==> src/rtl/tas_pkg.sv <==
// Shared types and constants for the TAS averaged-temperature RAM arbiter.
package tas_pkg;

  localparam int TAS_ADDR_W = 11;
  localparam int TAS_DATA_W = 8;
  localparam logic [TAS_ADDR_W-1:0] TAS_ADDR_TOP = '1;

  typedef enum logic [1:0] {
    ARB_IDLE,
    ARB_WRITE,
    ARB_RD_ADDR,
    ARB_RD_DATA
  } arb_state_t;

endpackage

==> src/rtl/tas_ptr_ctr.sv <==
// RAM pointer: down-counter that starts at all-ones and wraps from 0 back to all-ones.
module tas_ptr_ctr
  import tas_pkg::*;
#(
  parameter int ADDR_W = TAS_ADDR_W
) (
  input  logic              clk_50,
  input  logic              reset,
  input  logic              en,
  output logic [ADDR_W-1:0] ptr
);

  always_ff @(posedge clk_50) begin
    if (reset) begin
      ptr <= '1;
    end else if (en) begin
      ptr <= ptr - ADDR_W'(1);
    end
  end

endmodule

==> src/rtl/tas_ram_arbiter.sv <==
// Single-port RAM arbiter between the average writer and host readback (oldest-first buffer).
// Optional macro TAS_ARB_ROUND_ROBIN_EN: alternate grants on simultaneous requests; default write wins ties.
module tas_ram_arbiter
  import tas_pkg::*;
#(
  parameter int ADDR_W = TAS_ADDR_W,
  parameter int DATA_W = TAS_DATA_W
) (
  input  logic              clk_50,
  input  logic              reset,
  input  logic              wr_req,
  input  logic [DATA_W-1:0] wr_data,
  output logic              wr_ack,
  input  logic              rd_req,
  output logic              rd_ack,
  output logic [DATA_W-1:0] rd_data,
  output logic              rd_err,
  output logic              ram_wr_n,
  output logic [ADDR_W-1:0] ram_addr,
  output logic [DATA_W-1:0] ram_data,
  input  logic [DATA_W-1:0] ram_q,
  output logic [ADDR_W:0]   count,
  output logic              overflow
);

  localparam logic [ADDR_W:0] FULL_COUNT = (ADDR_W+1)'(1) << ADDR_W;

  arb_state_t        state;
  logic [ADDR_W-1:0] wr_ptr;
  logic [ADDR_W-1:0] rd_ptr;
  logic              full;
  logic              empty;
  logic              grant_wr;
  logic              wr_ptr_en;
  logic              rd_ptr_en;
  logic              ack_busy;

`ifdef TAS_ARB_ROUND_ROBIN_EN
  logic last_rd;
`endif

  assign full     = (count == FULL_COUNT);
  assign empty    = (count == '0);
  assign ack_busy = wr_ack | rd_ack;

  // A write that lands on a full buffer also retires the oldest word.
  assign wr_ptr_en = (state == ARB_WRITE);
  assign rd_ptr_en = ((state == ARB_WRITE) && full) || (state == ARB_RD_DATA);

  always_comb begin
`ifdef TAS_ARB_ROUND_ROBIN_EN
    grant_wr = wr_req && (!rd_req || last_rd);
`else
    grant_wr = wr_req;
`endif
  end

  tas_ptr_ctr #(.ADDR_W(ADDR_W)) u_wr_ptr (
    .clk_50 (clk_50),
    .reset  (reset),
    .en     (wr_ptr_en),
    .ptr    (wr_ptr)
  );

  tas_ptr_ctr #(.ADDR_W(ADDR_W)) u_rd_ptr (
    .clk_50 (clk_50),
    .reset  (reset),
    .en     (rd_ptr_en),
    .ptr    (rd_ptr)
  );

  // Read address is presented on entry to ARB_RD_ADDR so ram_q is ready by ARB_RD_DATA;
  // idle ignores requests while an ack is showing so each ack is followed by an idle cycle.
  always_ff @(posedge clk_50) begin
    if (reset) begin
      state    <= ARB_IDLE;
      count    <= '0;
      overflow <= 1'b0;
      wr_ack   <= 1'b0;
      rd_ack   <= 1'b0;
      rd_err   <= 1'b0;
      rd_data  <= '0;
      ram_wr_n <= 1'b1;
      ram_addr <= '1;
      ram_data <= '0;
`ifdef TAS_ARB_ROUND_ROBIN_EN
      last_rd  <= 1'b1;
`endif
    end else begin
      wr_ack   <= 1'b0;
      rd_ack   <= 1'b0;
      rd_err   <= 1'b0;
      ram_wr_n <= 1'b1;
      case (state)
        ARB_IDLE: begin
          if (!ack_busy) begin
            if (grant_wr) begin
              state <= ARB_WRITE;
`ifdef TAS_ARB_ROUND_ROBIN_EN
              last_rd <= 1'b0;
`endif
            end else if (rd_req) begin
              state <= ARB_RD_ADDR;
              if (!empty) begin
                ram_addr <= rd_ptr;
              end
`ifdef TAS_ARB_ROUND_ROBIN_EN
              last_rd <= 1'b1;
`endif
            end
          end
        end
        ARB_WRITE: begin
          ram_wr_n <= 1'b0;
          ram_addr <= wr_ptr;
          ram_data <= wr_data;
          wr_ack   <= 1'b1;
          if (full) begin
            overflow <= 1'b1;
          end else begin
            count <= count + (ADDR_W+1)'(1);
          end
          state <= ARB_IDLE;
        end
        ARB_RD_ADDR: begin
          if (empty) begin
            rd_ack  <= 1'b1;
            rd_err  <= 1'b1;
            rd_data <= '0;
            state   <= ARB_IDLE;
          end else begin
            state <= ARB_RD_DATA;
          end
        end
        ARB_RD_DATA: begin
          rd_data <= ram_q;
          rd_ack  <= 1'b1;
          count   <= count - (ADDR_W+1)'(1);
          state   <= ARB_IDLE;
        end
        default: state <= ARB_IDLE;
      endcase
    end
  end

endmodule

==> config.mk <==
export PLATFORM = sky130hd
export DESIGN_NAME = tas_ram_arbiter
export DESIGN_NICKNAME = d
export VERILOG_FILES = /design/src/rtl/tas_pkg.sv /design/src/rtl/tas_ptr_ctr.sv /design/src/rtl/tas_ram_arbiter.sv
export SDC_FILE = /design/constraint.sdc
export NUM_CORES = 1
export LEC_CHECK = 0
export CAP_MARGIN = 20
export CORE_MARGIN = 5
export CORE_UTILIZATION = 51
export DETAILED_ROUTE_END_ITERATION = 6
export PLACE_DENSITY_LB_ADDON = 0.15
export SLEW_MARGIN = 0
export SYNTH_ARGS = -nofsm -noshare
export SYNTH_HDL_FRONTEND = slang
export SYNTH_HIERARCHICAL = 1
export SYNTH_SLANG_ARGS = --single-unit
export TNS_END_PERCENT = 30
==> constraint.sdc <==
create_clock -name clk_50 -period 3.6 [get_ports clk_50]
set_input_delay 0.36 -clock clk_50 [delete_from_list [all_inputs] [get_ports clk_50]]
set_output_delay 0.36 -clock clk_50 [all_outputs]
set_load 0.01 [all_outputs]
==> results of run 1 <==
==> power by group through the flow <==
stage	clock, W	combinational, W	sequential [W]
finish	0.000747	0.000205	0.000796
detailed placement	0	0.000205	0.000812
global placement	0	0.000204	0.000811
floorplan	0	0.000119	0.000812
global route	0.000800	0.000223	0.000799
CTS	0.000764	0.000205	0.000795
==> layout make-up <==
cell class	count	area, um^2	share of cell area [%]
inverters	11	41.3	0.997
clock inverters	7	115	2.78
multi-input cells	277	1730	41.9
repair buffers	69	671	16.2
flip-flops and latches	68	1360	32.9
clock buffers	9	124	2.99
well taps	77	96.3	2.33
==> logic make-up after synthesis <==
logic type,count (synthesis),synth area share (%)
buf+inv,32,4.15
flops,68,42.2
compound gates,67,14.1
mux,22,7.48
xor+xnor,12,3.25
simple gates,173,27.7
fa+ha+maj,3,1.16
==> placed cells by master, fill, tap and decap left out, types with 2 or more instances in the layout <==
cell type and instances:
dfxtp_1 68, clkdlybuf4s50_1 62, nor2_1 46, nand2_1 38
a21oi_1 25, nor4_1 22, nor3_1 12, mux2_2 12
inv_1 10, nor2b_1 9, clkbuf_8 9, xnor2_1 8
nand3_1 8, a22oi_1 8, mux2i_1 8, o21ai_0 7
or3_1 7, buf_4 6, nand2b_1 5, o211ai_1 4
xor2_1 4, o31ai_1 4, nand4_1 3, a31oi_1 3
or2_2 3, or4_1 3, ha_1 3, bufinv_16 3
and3b_1 2, o22ai_1 2, a211oi_1 2, clkinvlp_4 2
clkinv_2 2, and3_1 2, or4b_1 2, nor4bb_1 2
nor4b_1 2
==> state kept, by name, summed over array words and instances (netlist names) <==
name	cells
count	12
overflow	1
ram_addr	11
ram_data	8
ram_wr_n	1
rd_ack	1
rd_data	8
rd_err	1
state	2
u_rd_ptr/ptr	11
u_wr_ptr/ptr	11
wr_ack	1
==> metal layers <==
metal,wire (um),global-route usage (%),vias to the layer above
met4,96,7.44,0
met2,3370,28.9,80
met1,3590,27.2,1309
met3,508,6.20,10
met5,0,0,-
li1,-,-,1467
==> per-stage QoR <==
step                      area [um^2]  util (%)  setup WS (ns)
after floorplan                  3230         -          0.823
after global placement           3900      62.6          0.820
after detailed placement         3900      62.6          0.707
after CTS                        4140      66.4          0.689
after global routing             4140      66.4          0.413
final                            4140      66.4          0.628
==> critical path: stages, from the launching register on <==
cell     delay [ns]
dfxtp_1        0.39
nor4_1         0.57
nand4_1        0.22
a21oi_1        0.49
or4b_1         0.63
nor4_1         0.37
mux2i_1        0.23
==> worst max-delay path by stage <==
stage,from,endpoint,slack [ns],cells past startpoint
final,count[7]$_SDFFE_PP0P_,u_rd_ptr/ptr[10]$_SDFFE_PP1P_,0.63,6
after global routing,count[7]$_SDFFE_PP0P_,u_rd_ptr/ptr[10]$_SDFFE_PP1P_,0.41,6
after CTS,count[7]$_SDFFE_PP0P_,u_rd_ptr/ptr[10]$_SDFFE_PP1P_,0.69,6
after detailed placement,count[7]$_SDFFE_PP0P_,u_rd_ptr/ptr[7]$_SDFFE_PP1P_,0.71,6
after global placement,count[7]$_SDFFE_PP0P_,u_rd_ptr/ptr[7]$_SDFFE_PP1P_,0.82,6
after floorplan,count[4]$_SDFFE_PP0P_,u_rd_ptr/ptr[7]$_SDFFE_PP1P_,0.82,8
==> reports/results.ini, run 1 <==
[critical_path]
worstPathArrival_ns=3.23
worstSetupPathType=flop to flop
required_ns=3.86
endpoint_kind=flop
r2r_cells=6
ff2ff_setup_slack_ns=0.63
r2r_start=count[7]$_SDFFE_PP0P_
start_kind=flop
r2r-end=u_rd_ptr/ptr[10]$_SDFFE_PP1P_
cp_max_fo=9

[detailed_routing]
wl_per_cell_um=14.6
postRouteAntennaNets=0
via_per_inst=5.53
drc=0
routed_wl_um=7560
vias=2866
drt_pass1_iterations=5
drtIter0Drc=103

[logic_synthesis]
mappedNetlistArea_um2=3230
ys_warn_count=6
yosysMostFrequentCell=dfxtp_1
yosysSeqAreaShare_pct=42.2
synth.distinct_cells=57
ys_seq_elements=68
ys.flop_type=dfxtp_1
syn_avg_cell_area_um2=8.57
synth_edf_count=0
syn-num-nets=400
synth.largest_area_cell=dfxtp_1
synthTopCellsByCount=dfxtp_1, nor2_1, nand2_1
synth_top_area_share_pct=42.2
postSynthCellCount=377
synth_area_leaders=dfxtp_1, nor2_1, nand2_1
synthArstFlopShare_pct=0

[timing]
clock.fmax_mhz=336
period_needed_ns=2.97
slew_headroom_pct=43.1
fin_setup_tns_ns=0
final-max-slew-violation-count=0
min_period_over_period_pct=82.6
finClkSkew_ns=0.00729
hold_viol=0
rsz0062_at_grt=false
finalSetupViolations=0
tightest_slew_ns=0.854
holdWs_ns=0.454

[clocking]
clock_latency_ns=0.33
h-tree-depth=3
cts_hold_buffers=0
cts_sinks=68
cts_tree=done
ctsResizeCount=0
post-cts-setup-buffers=0
clock_path_buffers=2
cts_root_buf=clkbuf_8
cts_buffers=9
path_clk_slew_ns=0.08

[floorplan]
core_um2=6240
die_area_um2=8020
die-height_um=89.6
die_w_um=89.6
ios=64
core.rowCount=29
start_util_pct=51.7

[global_routing]
antenna_found_initial=0
grt_pass1_wl_um=12400
grt_max_degree=49
first_global_vias=2563
grt_usage_pct=19.7
overflow=0

[hold_path]
hold_path_end=ram_data[7]$_SDFFE_PP0P_
holdCritPathClass=flop to flop
whs_path_depth=2
min_from=ram_data[7]$_SDFFE_PP0P_

[layout]
drive_gt1_share_pct=10.2
instances_no_fill=518
nets=459
syn_to_final_growth_pct=28.3
fill_cells=517
num_antenna_cells=0

[pwr]
internal-power_w=0.00132
combPwrFrac_pct=11.7
p_leak_nw=1.43
switching_share_pct=24.3
fin_total_pwr_w=0.00175
power.share.clock_pct=42.7
p_seq_share_pct=45.5
ir_drop_v=0.000344
power.density_nw_per_um2=422
p_sw_w=0.000424

[status]
status=completed

[placement]
dp_hpwl_um=5290
place_congestion=0.904
port_buffers=63
place_inst=502

[run]
maxCapViolations=0

Note: power is estimated with default switching activity, not from simulation.
==> run 2, diff against run 1 <==
--- a/config.mk
+++ b/config.mk
@@ -7,7 +7,7 @@
 export LEC_CHECK = 0
 export CAP_MARGIN = 20
 export CORE_MARGIN = 5
-export CORE_UTILIZATION = 51
+export CORE_UTILIZATION = 46
 export DETAILED_ROUTE_END_ITERATION = 6
 export PLACE_DENSITY_LB_ADDON = 0.15
 export SLEW_MARGIN = 0
==> constraint.sdc (replaced) <==
create_clock -name clk_50 -period 2.7 [get_ports clk_50]
set_input_delay 0.27 -clock clk_50 [delete_from_list [all_inputs] [get_ports clk_50]]
set_output_delay 0.27 -clock clk_50 [all_outputs]
set_load 0.01 [all_outputs]
==> run 2 against run 1 <==
  * Count of clock-buffer cells in the layout is 1 higher
  * Sequential power is 32% higher
  * Fmax up 17%
  * Largest cell class unchanged
  * Power increased by 38%
==> reports/results.ini, run 2 (synthesis results as in run 1) <==
[status]
status=completed

[timing]
fin_setup_tns_ns=0
slew_headroom_pct=48.4
hold_viol=0
clock.fmax_mhz=394
holdWs_ns=0.459
rsz0062_at_grt=false
tightest_slew_ns=0.775
period_needed_ns=2.54
final-max-slew-violation-count=0
timing.final.ws_setup_ns=0.164
min_period_over_period_pct=93.9
finalSetupViolations=0
finClkSkew_ns=0.00399

[layout]
num_antenna_cells=0
top_register=count
largest_reg_flops=12
nets=469
multiInputGateArea_um2=1740
final_util_pct=62.3
syn_to_final_growth_pct=31.8
regArea_um2=1360
mostFrequentLayoutCells=dfxtp_1, clkdlybuf4s50_1, nor2_1
fill_cells=624
drive_gt1_share_pct=12.4
final_common_cell=dfxtp_1

[clocking]
cts_hold_buffers=0
cts_buffers=9
cts_sinks=68
ctsResizeCount=0
h-tree-depth=3
post-cts-setup-buffers=0
clock_latency_ns=0.34
path_clk_slew_ns=0.08
clock_path_buffers=2
cts_root_buf=clkbuf_8
cts_tree=done

[critical_path]
crit_chain=nor4_1 > buf_4 > nand4_1 > a21oi_2 > or4b_1 > nor4_1 > mux2i_1
path_common_cell=nor4_1
worstSetupPathType=flop to flop
start_kind=flop
cp_max_fo=9
cp_slowest_cell=or4b_1
endpoint_kind=flop
worstPathArrival_ns=2.81
required_ns=2.97
cp_slowest_stage_delay_ns=0.61

[detailed_routing]
drtIter0Drc=166
via_per_inst=5.44
drc=0
wl_per_cell_um=14.9
routed_wl_um=8160
drt_pass1_iterations=5
vias=2978
postRouteAntennaNets=0

[global_routing]
first_global_vias=2791
overflow=0
grt_pass1_wl_um=13500
antenna_found_initial=0
grt_usage_pct=19.3
grt_max_degree=44

[hold_path]
holdCritPathClass=flop to flop

[pwr]
ir_drop_v=0.000382
p_leak_nw=1.48
power.density_nw_per_um2=566
fin_total_pwr_w=0.00241

[floorplan]
core_um2=6830
die-height_um=93.8
ios=64
die_area_um2=8800
die_w_um=93.8
start_util_pct=47.3
core.rowCount=30

[placement]
pre_cts_ws_ns=0.219
place_congestion=0.894
dp_hpwl_um=5580
port_buffers=63

[run]
maxCapViolations=0

[run 2: report_power, final]
part	switching (W)	leakage, nW	internal, W	total (W)
Combinational	0.000167	0.810	0.000141	0.000308
Clock	0.000411	0.122	0.000639	0.00105
Sequential	0.0000236	0.551	0.00103	0.00105
[run 2: per-layer routing]
layer	vias to the layer above	routed length, um	global-route usage (%)
met5	-	0	0
met4	0	80	7.22
met3	6	664	7.05
met2	109	3680	30.0
met1	1370	3730	24.5
li1	1493	-	-
[run 2: worst paths after layout]
kind / startpoint / to / slack, ns / cells after the start
setup / recovery: count[8]$_SDFFE_PP0P_ / u_rd_ptr/ptr[10]$_SDFFE_PP1P_ / 0.16 / 7
hold / removal: ram_data[6]$_SDFFE_PP0P_ / ram_data[6]$_SDFFE_PP0P_ / 0.46 / 2
setup reg to reg: count[8]$_SDFFE_PP0P_ / u_rd_ptr/ptr[10]$_SDFFE_PP1P_ / 0.16 / 7
hold reg to reg: ram_data[6]$_SDFFE_PP0P_ / ram_data[6]$_SDFFE_PP0P_ / 0.46 / 2
[run 2: worst max-delay path: cells and delay by family (launching register included)]
kind,cells,cell delay [ns]
and+or+nand+nor,4,1.50
DFF,1,0.37
muxes,1,0.23
AOI/OAI and AO/OA,1,0.20
buffers and inverters,1,0.18
[run 2: stage by stage]
stage          area, um^2  cells
2_1_floorplan        3230    377
3_3_place_gp         4010    531
3_5_place_dp         4010    531
4_1_cts              4260    547
5_1_grt              4260    547
6_report             4260    547
[run 2: layout make-up]
| cell class | instances | share of cell area (%) |
|---|---|---|
| clock buffer | 10 | 3.23 |
| sequential | 68 | 32.0 |
| multi-input combinational | 277 | 40.8 |
| timing repair buffer | 79 | 17.5 |
| tap | 96 | 2.82 |
| clock inverter | 6 | 2.62 |
| inverter | 11 | 0.970 |
==> run 3, diff against run 2 <==
==> constraint.sdc (replaced) <==
create_clock -name clk_50 -period 2.33 [get_ports clk_50]
set_input_delay 0.233 -clock clk_50 [delete_from_list [all_inputs] [get_ports clk_50]]
set_output_delay 0.233 -clock clk_50 [all_outputs]
set_load 0.01 [all_outputs]
==> run 3 against run 2 <==
  * Routed wire length shrank 1.5%
  * Clock power is 18% lower
  * Count of clock-buffer cells in the layout up 3
  * Critical path type unchanged
  * Largest power group unchanged
  * Utilization rose by 0.73 points
==> reports/results.ini, run 3 (synthesis results as in run 1) <==
[status]
status=completed

[timing]
finClkSkew_ns=0.00657
slew_headroom_pct=55.7
clock.fmax_mhz=455
timing.final.ws_setup_ns=0.134
final-max-slew-violation-count=0
hold_viol=0
period_needed_ns=2.20
min_period_over_period_pct=94.3
tightest_slew_ns=0.664
finalSetupViolations=0

[layout]
final_area_um2=4310
final_common_cell=dfxtp_1
instances_no_fill=554
fill_cells=619
mostFrequentLayoutCells=dfxtp_1, clkdlybuf4s50_1, nor2_1
top_register=count
num_antenna_cells=0
drive_gt1_share_pct=15.1
nets=477
final_util_pct=63.0
syn_to_final_growth_pct=33.3
largest_reg_flops=12

[detailed_routing]
routed_wl_um=8040
vias=2934
via_per_inst=5.30
drtIter0Drc=147
postRouteAntennaNets=0
wl_per_cell_um=14.5
drt_pass1_iterations=4
drc=0

[critical_path]
cp_slowest_cell=or4b_4
worstSetupPathType=flop to flop
cp_slowest_stage_delay_ns=0.56
cp_max_fo=9
path_common_cell=nor4_4
required_ns=2.60
worstPathArrival_ns=2.47
start_kind=flop
endpoint_kind=flop
crit_chain=nor4_4 > nand4_1 > a21oi_2 > or4b_4 > nor4_4 > mux2i_1

[pwr]
ir_drop_v=0.000394
p_sw_w=0.000642
p_leak_nw=1.54
p_seq_share_pct=49.9
fin_total_pwr_w=0.00244
power.share.clock_pct=35.2
internal-power_w=0.00179
combPwrFrac_pct=14.9
switching_share_pct=26.4
power.density_nw_per_um2=566

[clocking]
h-tree-depth=3
cts_tree=done
cts_root_buf=clkbuf_8
cts_sinks=68
post-cts-setup-buffers=0
clock_path_buffers=2
clock_latency_ns=0.34
cts_buffers=9
path_clk_slew_ns=0.07

[global_routing]
first_global_vias=2734
overflow=0
grt_usage_pct=18.5
antenna_found_initial=0
grt_max_degree=38
grt_pass1_wl_um=12900

[placement]
port_buffers=63
pre_cts_ws_ns=0.0479
dp_hpwl_um=5870
dpl_cell_area_um2=4120
place_congestion=0.894
place_inst=539

[floorplan]
ios=64
start_util_pct=47.3
die_w_um=93.8
core_um2=6830
die_area_um2=8800
core.rowCount=30
die-height_um=93.8

[run]
maxCapViolations=0

[hold_path]
holdCritPathClass=input pin to flop

run 3: cell types whose count changed in the layout (fill, tap and decap cells not counted), moves of 2 or more:
cell,before,now
nor4_4,0,3
nor4_1,22,19
dfxtp_1,68,66
clkbuf_1,0,2
nor3_1,12,10
bufinv_16,3,0
buf_4,16,24
run 3: worst paths after layout:
check	start	to	slack [ns]	cells after the start
worst min register to register	ram_data[4]$_SDFFE_PP0P_	ram_data[4]$_SDFFE_PP0P_	0.45	2
worst min-delay path	reset	count[8]$_SDFFE_PP0P_	0.41	2
worst max-delay path	count[10]$_SDFFE_PP0P_	u_rd_ptr/ptr[10]$_SDFFE_PP1P_	0.13	6
worst max register to register	count[10]$_SDFFE_PP0P_	u_rd_ptr/ptr[10]$_SDFFE_PP1P_	0.13	6
run 3: what timing repair did:
item                                    4_1_cts  5_1_grt
endpoints found under the setup margin        0        6
gates resized for setup                       0        2
hold buffers                                  0        0
hold endpoints to repair                      0        0
run 3: power by group through the flow:
stage               logic, W  registers (W)  clock network [W]
floorplan           0.000188        0.00126                  0
global placement    0.000360        0.00124                  0
detailed placement  0.000361        0.00124                  0
CTS                 0.000363        0.00122           0.000873
global route        0.000394        0.00122           0.000931
finish              0.000362        0.00122           0.000858
run 3: worst max-delay path, delay by kind of cell, from the launching register on:
kind             cells  cell delay, ns
multiplexers         1            0.20
flip-flops           1            0.36
AO/OA/AOI/OAI        1            0.18
AND/OR/NAND/NOR      4            1.38
run 3: area by class of cell:
cell class                      instances  area (um^2)  share of cell area [%]
Tap cell                               96          120                    2.79
Multi-Input combinational cell        277         1800                    41.9
Inverter                               11         41.3                   0.959
Sequential cell                        68         1370                    31.7
Clock inverter                          2         10.0                   0.232
Timing Repair Buffer                   87          806                    18.7
Clock buffer                           13          159                    3.69
run 3: metrics by stage:
stage               hold WS [ns]  setup TNS [ns]
finish                     0.413               0
global route               0.442         -0.0114
CTS                        0.406               0
detailed placement         0.448               0
global placement           0.440               0
floorplan                  0.369          -0.193
run 3: layer usage:
metal | GRT usage, % | vias to the layer above | share of wire, %
met2 | 29.2 | 51 | 46
li1 | - | 1507 | -
met5 | 0 | - | 0
met1 | 23.8 | 1363 | 47
met4 | 8.18 | 0 | 1.7
met3 | 4.65 | 13 | 5.2
